<file path="config.mk">
export PLATFORM = sky130hd
export DESIGN_NAME = cache_refill_controller
export DESIGN_NICKNAME = d
export VERILOG_FILES = /design/src/rtl/cache_refill_controller.sv
export SDC_FILE = /design/constraint.sdc
export NUM_CORES = 1
export LEC_CHECK = 0
export BUFFER_PORTS_ARGS = -buffer_cell sky130_fd_sc_hd__buf_2
export CAP_MARGIN = 20
export CORE_AREA = 5 5 119 121
export DETAILED_ROUTE_END_ITERATION = 6
export DIE_AREA = 0 0 124 126
export GPL_TIMING_DRIVEN = 0
export HOLD_SLACK_MARGIN = 0.15
export SKIP_CTS_REPAIR_TIMING = 1
export SLEW_MARGIN = 15
export SYNTH_ARGS = -nofsm -noshare
export SYNTH_HDL_FRONTEND = slang
export SYNTH_SLANG_ARGS = --single-unit
</file>
<file path="constraint.sdc">
create_clock -name clk -period 1.9 [get_ports clk]
set_input_delay 0.38 -clock clk [delete_from_list [all_inputs] [get_ports clk]]
set_output_delay 0.38 -clock clk [all_outputs]
set_load 0.01 [all_outputs]
</file>
<file path="src/rtl/cache_refill_controller.sv">
// Miss sequencer for the set-associative cache: picks a victim, writes it back if dirty,
// bursts the new line in word by word, then commits tag/valid/dirty for that way.
module cache_refill_controller #(
  parameter int CACHE_LINES     = 256,
  parameter int LINE_SIZE_BYTES = 64,
  parameter int TAG_BITS        = 18,
  parameter int DATA_WIDTH      = 32,
  parameter int ADDRESS_WIDTH   = 32,
  parameter int WAYS            = 4
) (
  input  logic                                           clk,
  input  logic                                           rst,
  input  logic                                           i_miss_req,
  input  logic [TAG_BITS-1:0]                            i_tag,
  input  logic [$clog2(CACHE_LINES)-1:0]                 i_index,
  input  logic [WAYS-1:0]                                i_valid,
  input  logic [WAYS-1:0]                                i_dirty,
  input  logic [$clog2(WAYS)-1:0]                        i_lru_way,
  input  logic [WAYS*TAG_BITS-1:0]                       i_way_tags,
  output logic [$clog2(WAYS)-1:0]                        o_arr_way,
  output logic [$clog2(CACHE_LINES)-1:0]                 o_arr_index,
  output logic [$clog2(LINE_SIZE_BYTES*8/DATA_WIDTH)-1:0] o_arr_word,
  input  logic [DATA_WIDTH-1:0]                          i_arr_rdata,
  output logic                                           o_fill_we,
  output logic [DATA_WIDTH-1:0]                          o_fill_data,
  output logic                                           o_tag_we,
  output logic [TAG_BITS-1:0]                            o_tag,
  output logic                                           o_mem_req,
  output logic                                           o_mem_we,
  output logic [ADDRESS_WIDTH-1:0]                       o_mem_addr,
  input  logic                                           i_mem_ack,
  output logic                                           o_mem_wvalid,
  output logic [DATA_WIDTH-1:0]                          o_mem_wdata,
  input  logic                                           i_mem_wready,
  input  logic                                           i_mem_rvalid,
  input  logic [DATA_WIDTH-1:0]                          i_mem_rdata,
  output logic                                           o_busy,
  output logic                                           o_done
);

  localparam int INDEX_BITS  = $clog2(CACHE_LINES);
  localparam int OFFSET_BITS = $clog2(LINE_SIZE_BYTES);
  localparam int BEATS       = LINE_SIZE_BYTES * 8 / DATA_WIDTH;
  localparam int WORD_BITS   = $clog2(BEATS);
  localparam int WAY_BITS    = $clog2(WAYS);
  localparam logic [WORD_BITS-1:0] LAST_BEAT = WORD_BITS'(BEATS - 1);

  typedef enum logic [2:0] {
    IDLE, WB_REQ, WB_DATA, RD_REQ, RD_DATA, UPDATE, DONE
  } state_t;

  state_t                 state_q, state_d;
  logic [WORD_BITS-1:0]   cnt_q, cnt_d;
  logic [TAG_BITS-1:0]    tag_q, tag_d;
  logic [TAG_BITS-1:0]    vtag_q, vtag_d;
  logic [INDEX_BITS-1:0]  index_q, index_d;
  logic [WAY_BITS-1:0]    way_q, way_d;

  logic [WAY_BITS-1:0]    victim;
  logic                   victim_found;
  logic [TAG_BITS-1:0]    victim_tag;
  logic                   victim_wb;

  // An empty way always beats the LRU choice so valid lines are not evicted needlessly.
  always_comb begin
    victim       = i_lru_way;
    victim_found = 1'b0;
    for (int w = 0; w < WAYS; w++) begin
      if (!victim_found && !i_valid[w]) begin
        victim       = WAY_BITS'(w);
        victim_found = 1'b1;
      end
    end
    victim_tag = i_way_tags[victim*TAG_BITS +: TAG_BITS];
    victim_wb  = i_valid[victim] & i_dirty[victim];
  end

  always_ff @(posedge clk or posedge rst) begin
    if (rst) begin
      state_q <= IDLE;
      cnt_q   <= '0;
      tag_q   <= '0;
      vtag_q  <= '0;
      index_q <= '0;
      way_q   <= '0;
    end else begin
      state_q <= state_d;
      cnt_q   <= cnt_d;
      tag_q   <= tag_d;
      vtag_q  <= vtag_d;
      index_q <= index_d;
      way_q   <= way_d;
    end
  end

  always_comb begin
    state_d      = state_q;
    cnt_d        = cnt_q;
    tag_d        = tag_q;
    vtag_d       = vtag_q;
    index_d      = index_q;
    way_d        = way_q;
    o_arr_way    = way_q;
    o_arr_index  = index_q;
    o_arr_word   = cnt_q;
    o_fill_we    = 1'b0;
    o_fill_data  = '0;
    o_tag_we     = 1'b0;
    o_tag        = '0;
    o_mem_req    = 1'b0;
    o_mem_we     = 1'b0;
    o_mem_addr   = '0;
    o_mem_wvalid = 1'b0;
    o_mem_wdata  = '0;
    o_busy       = (state_q != IDLE) && (state_q != DONE);
    o_done       = (state_q == DONE);

    case (state_q)
      IDLE: begin
        if (i_miss_req) begin
          tag_d   = i_tag;
          index_d = i_index;
          way_d   = victim;
          vtag_d  = victim_tag;
          state_d = victim_wb ? WB_REQ : RD_REQ;
        end
      end
      WB_REQ: begin
        o_mem_req  = 1'b1;
        o_mem_we   = 1'b1;
        o_mem_addr = {vtag_q, index_q, {OFFSET_BITS{1'b0}}};
        if (i_mem_ack) begin
          cnt_d   = '0;
          state_d = WB_DATA;
        end
      end
      WB_DATA: begin
        // Word select only moves on acceptance, so a stalled beat keeps its data.
        o_mem_wvalid = 1'b1;
        o_mem_wdata  = i_arr_rdata;
        if (i_mem_wready) begin
          cnt_d = cnt_q + 1'b1;
          if (cnt_q == LAST_BEAT) state_d = RD_REQ;
        end
      end
      RD_REQ: begin
        o_mem_req  = 1'b1;
        o_mem_addr = {tag_q, index_q, {OFFSET_BITS{1'b0}}};
        if (i_mem_ack) begin
          cnt_d   = '0;
          state_d = RD_DATA;
        end
      end
      RD_DATA: begin
        if (i_mem_rvalid) begin
          o_fill_we   = 1'b1;
          o_fill_data = i_mem_rdata;
          cnt_d       = cnt_q + 1'b1;
          if (cnt_q == LAST_BEAT) state_d = UPDATE;
        end
      end
      UPDATE: begin
        o_tag_we = 1'b1;
        o_tag    = tag_q;
        state_d  = DONE;
      end
      DONE: begin
        state_d = IDLE;
      end
      default: begin
        state_d = IDLE;
      end
    endcase
  end

endmodule

</file>
# After elaboration in Yosys (flattened, before gate mapping)
# Cells that the tools add are included.
[op_classes] addsub=1 n_mul=1 magnitude_cmp=1 eq_ne=16 n_shift=1 n_mux=35 bitwise_logic=1 n_reduce_logical=16
[op_table] operator="two-way mux 32 bit" n=3
[op_table] operator="indexed part select 72 x 8 -> 18 bit" n=1
[op_table] operator="case mux 32 bit (2 select lines)" n=1
[op_table] operator="two-way mux 3 bit" n=7
[op_table] operator="two-way mux 18 bit" n=1
[op_table] operator="case mux 3 bit (6 select lines)" n=1
[op_table] operator="inequality test 2 bit (second input constant)" n=7
[op_table] operator="two-way mux 4 bit" n=3
[op_table] operator="case mux 4 bit (3 select lines)" n=1
[op_table] operator="two-way mux 1 bit" n=11
[op_table] operator="two-way mux 2 bit" n=5
[op_table] operator="equality test 3 bit (second input constant)" n=3
[op_table] operator="AND reduction 7 bit" n=1
[op_table] operator="equality test 3 x 2 -> 1 bit (second input constant)" n=2
[op_table] operator="multiplier 2 x 4 -> 6 bit (second input constant)" n=1
[op_table] operator="nonzero test 3 bit" n=2
[op_table] operator="logical NOT 1 bit" n=5
[op_table] operator="adder 4 x 1 -> 4 bit (second input constant)" n=1
[op_table] operator="binary-select mux 1 bit (select 2 bit)" n=2
[op_table] operator="equality test 4 bit (second input constant)" n=1
[op_table] operator="logical AND 1 bit" n=4
[op_table] operator="AND reduction 4 bit" n=1
[op_table] operator="equality test 3 x 1 -> 1 bit (second input constant)" n=1
[op_table] operator="logical NOT 3 bit" n=1
[op_table] operator="other kinds (6)" n=6
[word_totals] reg_bits=53 input_bits=178 out_inout_bits=135 wordCells=78

# Longest topological paths before layout
# Gate-level depths: netlist (run 1).
[depth] ltp_word=15 mapped_depth=6 ltp_nobuf=5

# Worst setup path after synthesis (run 1)
# OpenSTA, ideal clock, no wires.
[synth_timing] path_kind="register to output" startpoint="register state_q[2]" endpoint="output port o_tag[10]" t_arrival_ps=1421 t_required_ps=1520 setup_slack_ps=99 stages_incl_launch_ff=6 path_buffers=3 cell_sequence="dfrtp_1 -> clkbuf_1 -> and3_1 -> clkbuf_1 -> buf_2 -> and2_1"
[synth_via] elab_chain_cells=2
[synth_rtl] element="from (decl)" line="52" text="state_t state_q, state_d;"
[synth_rtl] element="from (signal assigned)" line="87" text="state_q <= state_d;"
[synth_rtl] element="equality test 3 bit" line="118" text="case (state_q)"
[synth_rtl] element="two-way mux 18 bit" line="118"
[synth_rtl] element="to (decl)" line="27" text="output logic [TAG_BITS-1:0] o_tag,"
# Every way passes these cells.

# Final worst setup path (run 1)
[layout_timing] startpoint="register state_q[0]" endpoint="output port o_fill_data[27]"
[layout_via] elab_chain_cells=2
[layout_rtl] element="equality test 3 bit" line="118"
[layout_rtl] element="two-way mux 32 bit" line="118"
[layout_rtl] element="to (decl)" line="25" text="output logic [DATA_WIDTH-1:0] o_fill_data,"
# Every way passes these cells.

==> results of run 1 <==
==> metrics by stage <==
step	setup TNS, ns	worst slack, ns	instances	cell area (um2)
floorplan	0	0.09878	440	3791
global placement	-54.28	-0.6245	922	5543
detailed placement	-20.21	-0.3988	922	5545
CTS	-57.95	-0.7384	930	5702
global route	-11.54	-0.1668	941	5995
finish	-3.764	-0.09966	941	5995
==> sequential cells by signal, indices dropped and copies added (netlist names) <==
name         count
state_q          3
o_arr_word       4
o_arr_index      8
vtag_q          18
tag_q           18
o_arr_way        2
==> routing by layer <==
layer | track usage | vias up | routed length, um
li1 | - | 2147 | -
met1 | 0.2159 | 1916 | 6016
met2 | 0.3341 | 192 | 7971
met3 | 0.04126 | 15 | 1354
met4 | 0.03866 | 0 | 207
met5 | 0 | - | 0
==> synth_stat cells (2+ instances only) <==
master	n	area [um2]
and2_1	90	563.0
dfrtp_1	53	1326
nor2_1	41	153.9
a211oi_1	37	277.8
mux2_2	28	315.3
nand2_1	23	86.33
inv_1	22	82.58
a31oi_1	18	112.6
mux2i_1	18	180.2
clkbuf_1	17	63.81
a21oi_1	13	65.06
buf_2	13	65.06
a21oi_2	9	78.83
buf_4	6	45.04
nand2b_1	6	37.54
o21ai_0	5	25.02
buf_1	4	15.01
nand3b_1	4	30.03
nand3_1	3	15.01
o32ai_1	3	26.28
and3_1	2	12.51
==> path summary, 6_finish.rpt <==
path,cells after the start,endpoint
worst min-delay path,2,tag_q[11]$_DFFE_PP0P_
min in group clk,3,vtag_q[10]$_DFFE_PP0P_
worst max-delay path,6,o_fill_data[27]
worst max register to register,7,vtag_q[12]$_DFFE_PP0P_
max in group asynchronous,2,state_q[0]$_DFFE_PP0P_
worst min register to register,1,tag_q[14]$_DFFE_PP0P_
==> area by class of cell <==
class                           instances  area (um2)  share of cell area
Multi-Input combinational cell        323        2227              0.3715
Buffer                                 39       305.3             0.05093
Inverter                               23       96.34             0.01607
Clock buffer                            6       138.9             0.02317
Tap cell                              176       220.2             0.03674
Clock inverter                          2       17.52            0.002922
Timing Repair Buffer                  318        1658              0.2766
Sequential cell                        53        1329              0.2217
Antenna cell                            1       2.502           0.0004174
==> logic make-up after synthesis <==
logic type / after synthesis / synth area share
compound gates: 94 / 0.1751
fa+ha+maj: 1 / 0.003316
buf+inv: 64 / 0.07595
flops: 53 / 0.3516
mux: 47 / 0.1373
other cells: 1 / 0.0009941
simple gates: 175 / 0.2557
==> worst max-delay path: cells and delay by family (launching register included) <==
kind | cells | cell delay [ns]
flops | 1 | 0.44
simple gates | 3 | 0.50
buf+inv | 3 | 0.37
==> power by group through the flow <==
stage | clock (W) | combinational (W) | sequential, W
after global placement | 0 | 0.00358 | 0.00217
after global routing | 0.00105 | 0.00427 | 0.00225
after detailed placement | 0 | 0.00360 | 0.00218
after floorplan | 0 | 0.00221 | 0.00207
after CTS | 0.00101 | 0.00361 | 0.00217
final | 0.000981 | 0.00391 | 0.00217
==> reports/qor.yml, run 1 <==
layout_setup_ws_ns: -0.09966
route.detailed.drc: 0
syn_area_per_cell_um2: 8.672
clock_sinks: 53
hold_class: "in -> async"
combPwrFrac: 0.554
cp_slowest_cell: "dfrtp_2"
powerDensity_nw_per_um2: 1178
avgViaCountPerCell: 4.538
critPathCaptureType: "primary output"
grt_pass1_vias: 4171
grt_start_max_net_pins: 54
final_common_cell: "buf_2"
initial_core_util: 0.2906
async_flop_share: 1.000
die_area_um2: 15620
final_layout_size_suffix_gt1_frac: 0.5406
critPathMaxStageDelay_ns: 0.44
reg2reg_slack_ns: 0.01
seq_area_frac_synth: 0.3516
post-route-util: 0.4618
finalCritPeriodShare: 1.052
n_fill_cell: 1309
crit_fanout: 10
ys.flop_type: "dfrtp_1"
finalSetupViolCount: 76
rsz0062_at_grt: "yes"
num_vias: 4270
syn2layout_area_growth_pct: 58.91
synth_warnings: 0
violations: "setup timing"
critical_path_class: "reg -> out"
cp_data_arrival_time_ns: 1.62
cts.clk_slew.worst_paths_ns: 0.07
final_cell_mix: "305 x buf_2, 89 x and2_1, 51 x dfrtp_1, 39 x nor2_1, 36 x a211oi_1"
finalHoldViolations: 0
io_pins: 313
grt-ovfl-total: 0
drt_iter0_markers: 149
synth_cells: 435
leakagePower_nw: 3.302
fin_skew_ns: 0.004156
seqPwrFrac: 0.307
grt_pass1_wl_um: 22540
core_region_area_um2: 12980
numPortBuffers: 306
p_clk_frac: 0.139
drt-wirelength-per-cell_um: 16.52
fp.dieH_um: 126
path_cells: "nand2b_4 > nand3b_1 > inv_4 > buf_6 > and2_1 > buf_2"
dp_hpwl_um: 13020
slew_headroom: 0.4914
r2r_start: "state_q[1]$_DFFE_PP0P_"
clock_path_buffers: 2
tritoncts.num_buffers: 5
dieWidth_um: 124
syn_area_um2: 3772
power.switching_w: 0.002889
p_sw_frac: 0.4091
dr.pass1.iters: 4
final_nets: 942
outcome: "finished, violations left"
clkLatencyLatePin_ns: 0.29
cp.required_ns: 1.52
antenna_found_initial: 1
worstSetupStartpointType: "flop"
routed_wirelength_um: 15550
yosys_register_bits: 53
clock.fmax_ghz: 0.5001
routabilityCongestion: 0.8434
track_usage: 0.1827
tightest_slew_ns: 0.7627
internal_power_w: 0.004172
cts_tree: "built"
ctsHtreeMaxLevel: 2
cts_root_buffer: "clkbuf_16"
ir_worst_vdd_uv: 417.8
slew_violations: 0
yosysUniqueCellTypes: 41
synth-edff-count: 0
cp-startpoint: "state_q[0]$_DFFE_PP0P_"
ant_nets: 0
whs_ns: 0.1967
num_rows: 42
cap_viol_max_count: 0
min_period_ns: 2.000
power.total_w: 0.007062
No activity file was read; power rests on OpenSTA's default activity.
==> inputs of run 2 (changes only) <==
--- a/config.mk
+++ b/config.mk
@@ -8,6 +8,7 @@
 export BUFFER_PORTS_ARGS = -buffer_cell sky130_fd_sc_hd__buf_2
 export CAP_MARGIN = 20
 export CORE_AREA = 5 5 119 121
+export CTS_BUF_LIST = sky130_fd_sc_hd__clkbuf_4
 export DETAILED_ROUTE_END_ITERATION = 6
 export DIE_AREA = 0 0 124 126
 export GPL_TIMING_DRIVEN = 0
==> run 2 against run 1 <==
Effect of this change:
- the run still ends with setup timing left
- worst setup slack got worse by 0.12 ns
- final cell count rose by 1.9%
- maximum frequency decreased by 5.8%
- first-iteration DRC count decreased by 4.0%
- non-clock buffer count grew 17
- die area stayed put
- critical path type unchanged
- largest cell class is now buffers
==> reports/qor.yml, run 2 (same netlist as run 1, synthesis figures left out) <==
leakagePower_nw: 3.454
core_region_area_um2: 12980
cp.required_ns: 1.52
die_area_um2: 15620
worst-path-stages: 6
grt_start_max_net_pins: 54
dr.pass1.iters: 4
cts_root_buffer: "clkbuf_4"
slew_violations: 0
num_vias: 4382
antenna_found_initial: 2
fin_skew_ns: 0.01382
cp_data_arrival_time_ns: 1.74
dp_hpwl_um: 13020
routabilityCongestion: 0.8434
grt-ovfl-total: 0
clock_sinks: 53
r2r_cells: 8
critical_path_class: "reg -> out"
syn2layout_area_growth_pct: 71.84
dpl.cell_count: 922
final_cells: 959
hold_class: "in -> reg"
cts_tree: "built"
slew_headroom: 0.4961
route.detailed.drc: 0
cap_viol_max_count: 0
tritoncts.num_buffers: 5
tightest_slew_ns: 0.7559
final_cell_mix: "279 x buf_2, 65 x and2_1, 51 x dfrtp_1, 45 x buf_6, 39 x nor2_1"
finalHoldViolations: 0
min_path_cells: 3
fp.dieH_um: 126
critPathCaptureType: "primary output"
io_pins: 313
crit_family: "simple AND/OR/NAND/NOR gates"
pre_cts_ws_ns: -0.3988
num_rows: 42
clock.fmax_ghz: 0.4711
drt_iter0_markers: 143
clkLatencyLatePin_ns: 0.38
min_period_ns: 2.123
outcome: "finished, violations left"
cts.clk_slew.worst_paths_ns: 0.18
cp_num_buf_inv: 3
finalSetupViolCount: 124
dieWidth_um: 124
powerDensity_nw_per_um2: 1128
critPathMaxStageDelay_ns: 0.46
final_common_cell: "buf_2"
numPortBuffers: 306
rsz0062_at_grt: "yes"
path_cells: "nand2b_4 > nand3b_1 > inv_4 > buf_6 > and2_1 > buf_2"
grt_pass1_vias: 4172
whs_ns: 0.1909
design_area_um2: 6482
ctsHtreeMaxLevel: 2
grt_pass1_wl_um: 22440
postPlaceCellArea_um2: 5545
routed_wirelength_um: 16380
drt-wirelength-per-cell_um: 17.08
track_usage: 0.1819
cp_slowest_cell: "dfrtp_2"
initial_core_util: 0.2906
ir_worst_vdd_uv: 309.8
final_nets: 959
avgViaCountPerCell: 4.569
worstSetupStartpointType: "flop"
layout_setup_ws_ns: -0.2225
crit_fanout: 10
finalCritPeriodShare: 1.117
final_layout_size_suffix_gt1_frac: 0.5992
clock_path_buffers: 2
violations: "setup timing"
ant_nets: 0
==> run 2: cell count changes in the layout (fill, tap and decap cells not counted), moves of 2 or more <==
cell       before  now
a21oi_4         0    2
buf_8           0    3
a211oi_2        1    7
a21oi_2         9   15
clkbuf_16       5    3
and2_4          1   25
buf_6          17   45
buf_2         305  279
a211oi_1       36   30
clkbuf_4        2    7
buf_12          1    5
a21oi_1        13    5
buf_4          24   27
and2_1         89   65
==> run 2: final timing paths <==
path / start / end / slack (ns)
worst min register to register: o_arr_way[1]$_DFFE_PP0P_ / o_arr_way[1]$_DFFE_PP0P_ / 0.55
worst min-delay path: i_way_tags[46] / vtag_q[10]$_DFFE_PP0P_ / 0.19
worst max-delay path: state_q[0]$_DFFE_PP0P_ / o_fill_data[27] / -0.22
max in group asynchronous: rst / state_q[0]$_DFFE_PP0P_ / 0.78
worst max register to register: state_q[1]$_DFFE_PP0P_ / vtag_q[13]$_DFFE_PP0P_ / -0.13
min in group asynchronous: rst / tag_q[11]$_DFFE_PP0P_ / 0.64
==> run 2: area by class of cell <==
class	instances	area, um2
Multi-Input combinational cell	323	2385
Timing Repair Buffer	334	2011
Antenna cell	2	5.005
Clock inverter	3	21.27
Clock buffer	5	37.54
Tap cell	176	220.2
Inverter	23	98.84
Sequential cell	53	1329
Buffer	40	375.4
Fill cell	1289	6497
==> run 2: worst min-delay path: stages <==
cell	delay [ns]
buf_2	0.09
nand2_1	0.04
a211oi_1	0.05
==> run 2: power by group <==
part	leakage, nW	total [W]	switching (W)	internal (W)
logic	2.80	0.00459	0.00215	0.00244
clock network	0.0332	0.000552	0.000403	0.000149
registers	0.621	0.00217	0.000480	0.00169
==> run 2: metal layers <==
layer | global-route usage | wire length [um] | vias to the layer above
li1 | - | - | 2174
met1 | 0.2148 | 6204 | 1998
met2 | 0.3334 | 8591 | 194
met3 | 0.03857 | 1329 | 16
met4 | 0.04059 | 255 | 0
met5 | 0 | 0 | -
==> run 2: stage by stage <==
stage | setup TNS, ns | utilization | power (W)
after global routing | -28.71 | 0.4994 | 0.007836
final | -17.05 | 0.4994 | 0.007314
after CTS | -74.46 | 0.4318 | 0.006345
after global placement | -54.28 | 0.4270 | 0.005750
after floorplan | 0 | - | 0.004275
after detailed placement | -20.21 | 0.4272 | 0.005782
